`config.mk`:
```
export PLATFORM = sky130hd
export DESIGN_NAME = sand_mem_editor
export DESIGN_NICKNAME = d
export VERILOG_FILES = /design/src/rtl/sand_mem_editor.sv
export SDC_FILE = /design/constraint.sdc
export NUM_CORES = 1
export LEC_CHECK = 0
export ABC_AREA = 1
export BUFFER_PORTS_ARGS = -buffer_cell sky130_fd_sc_hd__buf_4
export CAP_MARGIN = 20
export CORE_AREA = 4 4 142 144
export CTS_CLUSTER_DIAMETER = 120
export CTS_CLUSTER_SIZE = 14
export DETAILED_ROUTE_END_ITERATION = 10
export DIE_AREA = 0 0 146 148
export PLACE_DENSITY = 0.49
export SYNTH_ARGS = -nofsm -noshare
export SYNTH_HDL_FRONTEND = slang
export SYNTH_SLANG_ARGS = --single-unit
```
`constraint.sdc`:
```
create_clock -name clk -period 7.4 [get_ports clk]
set_clock_uncertainty 0.15 [all_clocks]
set_input_delay 1.11 -clock clk [delete_from_list [all_inputs] [get_ports clk]]
set_output_delay 1.11 -clock clk [all_outputs]
set_load 0.02 [all_outputs]
```
`src/rtl/sand_mem_editor.sv`:
```
// sand_mem_editor: debounced four-key RAM editor (cursor step, read-modify-write +/-1). Ports: clk, reset (sync, active-high), KEY[3:0] (raw, active-low), dout (RAM read data), a (cursor/RAM address), din (RAM write data), we (one-cycle write pulse), busy (RMW in flight), pressed[3:0] (debounced, active-high). Optional auto-repeat: define SAND_EDIT_REPEAT_EN.
module sand_mem_editor #(
  parameter int ADDR_W = 4,
  parameter int DATA_W = 8,
  parameter int DEBOUNCE_CYCLES = 1_000_000,
  parameter int REPEAT_DELAY = 25_000_000,
  parameter int REPEAT_PERIOD = 5_000_000
) (
  input  logic              clk,
  input  logic              reset,
  input  logic [3:0]        KEY,
  input  logic [DATA_W-1:0] dout,
  output logic [ADDR_W-1:0] a,
  output logic [DATA_W-1:0] din,
  output logic              we,
  output logic              busy,
  output logic [3:0]        pressed
);
  localparam int DW = $clog2(DEBOUNCE_CYCLES + 1);
  typedef enum logic [1:0] {IDLE, READ, WRITE, SETTLE} state_t;
  logic [3:0] r_sync1, r_sync2, r_pressed, r_prev;
  logic [DW-1:0] r_cnt [4];
  logic [3:0] w_lvl, w_rise, w_rep, w_cmd;
  logic w_one;
  state_t r_state, w_next;
  logic [ADDR_W-1:0] r_a;
  logic [DATA_W-1:0] r_din;
  logic r_dir;
  assign w_lvl = ~r_sync2;
  always_ff @(posedge clk) begin
    if (reset) begin
      r_sync1 <= '1;
      r_sync2 <= '1;
      r_pressed <= '0;
      r_prev <= '0;
      for (int i = 0; i < 4; i++) r_cnt[i] <= '0;
    end else begin
      r_sync1 <= KEY;
      r_sync2 <= r_sync1;
      r_prev <= r_pressed;
      for (int i = 0; i < 4; i++)
        if (w_lvl[i] == r_pressed[i]) r_cnt[i] <= '0;
        else if (r_cnt[i] == DW'(DEBOUNCE_CYCLES - 1)) begin
          r_cnt[i] <= '0;
          r_pressed[i] <= ~r_pressed[i];
        end else r_cnt[i] <= r_cnt[i] + DW'(1);
    end
  end
  assign w_rise = r_pressed & ~r_prev;
  assign w_one = $onehot(r_pressed);
`ifdef SAND_EDIT_REPEAT_EN
  localparam int RMAX = REPEAT_DELAY > REPEAT_PERIOD ? REPEAT_DELAY : REPEAT_PERIOD;
  localparam int RW = $clog2(RMAX + 1);
  // Down-counter: 0 = idle, fires on 1, then reloads with the period.
  logic [RW-1:0] r_rep;
  always_ff @(posedge clk)
    if (reset || !w_one) r_rep <= '0;
    else if (|w_rise) r_rep <= RW'(REPEAT_DELAY);
    else if (r_rep == RW'(1)) r_rep <= RW'(REPEAT_PERIOD);
    else if (r_rep != '0) r_rep <= r_rep - RW'(1);
  assign w_rep = (w_one && r_rep == RW'(1)) ? r_pressed : 4'b0;
`else
  assign w_rep = 4'b0;
`endif
  assign w_cmd = w_one ? (w_rise | w_rep) : 4'b0;
  always_ff @(posedge clk) r_state <= reset ? IDLE : w_next;
  always_comb
    w_next = (r_state == IDLE) ? ((|w_cmd[1:0]) ? READ : IDLE) :
             (r_state == READ) ? WRITE :
             (r_state == WRITE) ? SETTLE : IDLE;
  always_comb begin
    busy = r_state != IDLE;
    we = r_state == WRITE;
  end
  always_ff @(posedge clk) begin
    if (reset) begin
      r_a <= '0;
      r_din <= '0;
      r_dir <= 1'b0;
    end else begin
      if (r_state == IDLE) begin
        r_a <= w_cmd[3] ? r_a + ADDR_W'(1) : w_cmd[2] ? r_a - ADDR_W'(1) : r_a;
        if (|w_cmd[1:0]) r_dir <= w_cmd[1];
      end
      // dout in READ holds the word at the frozen cursor.
      if (r_state == READ) r_din <= r_dir ? dout + DATA_W'(1) : dout - DATA_W'(1);
    end
  end
  assign a = r_a;
  assign din = r_din;
  assign pressed = r_pressed;
endmodule

```
==> metrics.cfg <==
[critical_path]
critPathLaunchType=register
rrSetupSlack_ns=4.47
cp_num_cells=16
cp.required_ns=7.50
worstSetupEndpoint=a[3]
critical_path.slowest_cell=fa_1
r2r_end=a[3]
cp_cell_sequence=inv_1, fa_1, inv_1, ha_1, ha_1, inv_1, nand3_1, ha_1, nand2_1, nand2_1, nor2_1, nand2_1, nand3_1, nand2_1, nand2_1, nor2_1
crit_family=adder cells
crit_arrival_ns=3.03
path_max_fanout=6
crit_type=register to register
path_common_cell=nand2_1
timing.critical_path.from=pressed[0]
r2r-start=pressed[0]
cp_slowest_stage_delay_ns=0.54
ff2ff_path_depth=16
crit_path_end_kind=register
worst-path-buf-inv=3

[floorplan]
fp-row-count=50
die_h_um=148
die_area_um2=21600
core_um2=18700
io_pins=32
die_w_um=146
initial_core_util=0.347

[power_and_ir_drop]
p_sw_mw=0.296
internal_power_mw=0.973
finalPower_mw=1.27
p_comb_frac=0.056
ir_drop_uv=114
switching_share=0.233
p_seq_frac=0.558
p_leak_nw=2.96
power_density_nw_per_um2=168
clockPowerShare=0.387

[min_path]
min_path_type=register to register

[sta]
worst_pin_slew_ns=0.728
finalMaxSlewViolations=0
slew_headroom=0.514
max_freq_ghz=0.341
hold_ws_ns=0.254
setup_viol=0
rsz0062_at_grt=no
min_period_over_period=0.396
period_needed_ns=2.93
final.setup.tns_ns=0
hold_viol=0

[cells_and_area]
area_growth_pct=16.1
fin_nets=966
nFillCells=1981
final_cell_mix=nand2_1, nor2_1, edfxtp_1, conb_1, inv_1
drive_gt1_frac=0.0800
antenna_cells=0
mostFrequentLayoutCell=nand2_1
finalInstanceArea_um2=7540

[logic_synthesis]
ys_seq_area_frac=0.466
ys_ff_latch=111
syn_inst=822
ys_warn_count=0
avgSynthCellArea_um2=7.90
ys_types=26
syn_area_um2=6490

[detailed_routing]
drt_iter0_drc=263
drt-pass1-iter-count=5
wl_per_cell_um=11.5
postRouteWirelength_mm=13.5
drc=0
viasPerCell=4.43
via_count=5186
drtAntennaViolNets=0

[clocking]
cts_buffers=9
clockBufferDepth=2
cts_root_buf=clkbuf_16
clkTransAtPathRegs_ns=0.07
ctsHoldBuffers=0
cts-resized-gates=0
clkLatencyLatePin_ns=0.36
cts_tree=built
cts_sinks=111
cts_setup_buffers=0
cts-htree-levels=3

[grt]
grt_pass1_wl_mm=23.1
grt_pass1_vias=4829
track_usage=0.129
grt_max_degree=22
antenna_found_initial=0
overflow=0

[place]
gp_congestion=0.812
port_buffers=31
hpwlAfterDp_mm=10.4
placed_cell_area_um2=7250

[status]
status=finished, final reports clean

[job]
cap_violations=0

-- worst register-to-register path, delay by kind of cell (launching register included) --
family        cells  cell delay [ns]
fa+ha+maj         4             1.38
simple gates      9             0.74
flops             1             0.33
buf+inv           3             0.25
-- Yosys cell counts --
cell type / instances / area share
nand2_1: 191 / 0.11
nor2_1: 180 / 0.10
edfxtp_1: 80 / 0.37
inv_1: 79 / 0.046
nand3_1: 48 / 0.037
a21oi_1: 44 / 0.034
dfxtp_1: 31 / 0.096
xor2_1: 29 / 0.039
nand4_1: 26 / 0.025
ha_1: 17 / 0.033
or2_2: 16 / 0.015
xnor2_1: 16 / 0.022
o21ai_0: 14 / 0.011
nor2_2: 11 / 0.011
nand3b_1: 10 / 0.012
nor3_1: 8 / 0.0062
buf_2: 6 / 0.0046
clkbuf_1: 4 / 0.0023
fa_1: 3 / 0.0093
nand3_2: 3 / 0.0046
buf_12: 1 / 0.0031
conb_1: 1 / 0.00058
o211ai_1: 1 / 0.0012
o21ai_4: 1 / 0.0025
o21bai_1: 1 / 0.0012
or2_0: 1 / 0.00096
-- through the flow --
stage | cells | util | setup slack (ns)
2_1_floorplan | 901 | - | 4.51
3_3_place_gp | 1155 | 0.388 | 4.38
3_5_place_dp | 1155 | 0.388 | 4.33
4_1_cts | 1171 | 0.403 | 4.45
5_1_grt | 1171 | 0.403 | 4.13
6_report | 1171 | 0.403 | 4.47
-- how the worst min path moves through the flow --
stage | startpoint | to | slack, ns | cells past startpoint
floorplan | r_sync1[0] | r_sync2[0] | 0.24 | 1
finish | r_sync1[0] | r_sync2[0] | 0.25 | 1
detailed placement | r_sync1[2] | r_sync2[2] | 0.24 | 1
global placement | r_sync1[2] | r_sync2[2] | 0.25 | 1
global route | r_sync1[2] | r_sync2[2] | 0.27 | 1
CTS | r_sync1[0] | r_sync2[0] | 0.26 | 1
-- state kept, by name (all words and copies together), names as in the netlist --
register and flops:
pressed 4, r_cnt 80, r_sync2 4, r_sync1 4, r_prev 4, r_state 2, din 8, r_dir 1
a 4
-- cell families (layout without fill, tap and decap cells) --
group | Yosys count | after routing | synth area share
flops | 111 | 111 | 0.466
simple gates | 494 | 494 | 0.326
buf+inv | 90 | 126 | 0.0557
compound gates | 61 | 61 | 0.0495
fa+ha+maj | 20 | 20 | 0.0420
other cells | 1 | 80 | 0.000578
xor+xnor | 45 | 45 | 0.0607
-- power by group through the flow --
stage               Sequential [mW]  Clock [mW]  Combinational (mW)
floorplan                     0.715           0              0.0551
global placement              0.722           0              0.0707
detailed placement            0.722           0              0.0704
CTS                           0.708       0.508              0.0708
global route                  0.711       0.533              0.0832
finish                        0.708       0.491              0.0706
-- routing by layer --
| metal | wire length [µm] | GRT usage | vias to the layer above |
|---|---|---|---|
| li1 | - | - | 2820 |
| met1 | 7120 | 0.183 | 2290 |
| met2 | 5660 | 0.193 | 65 |
| met5 | 0 | 0 | - |
| met3 | 520 | 0.0282 | 11 |
| met4 | 167 | 0.0503 | 0 |
-- cell type report --
cell class,count,area [µm²],share of cell area
Clock buffer,9,225,0.0299
Tap cell,234,293,0.0388
Timing Repair Buffer,31,233,0.0309
Sequential cell,111,3020,0.401
Multi-Input combinational cell,700,3400,0.452
Clock inverter,7,62.6,0.00830
Inverter,79,297,0.0393
Power figures use the tool's default switching activity.
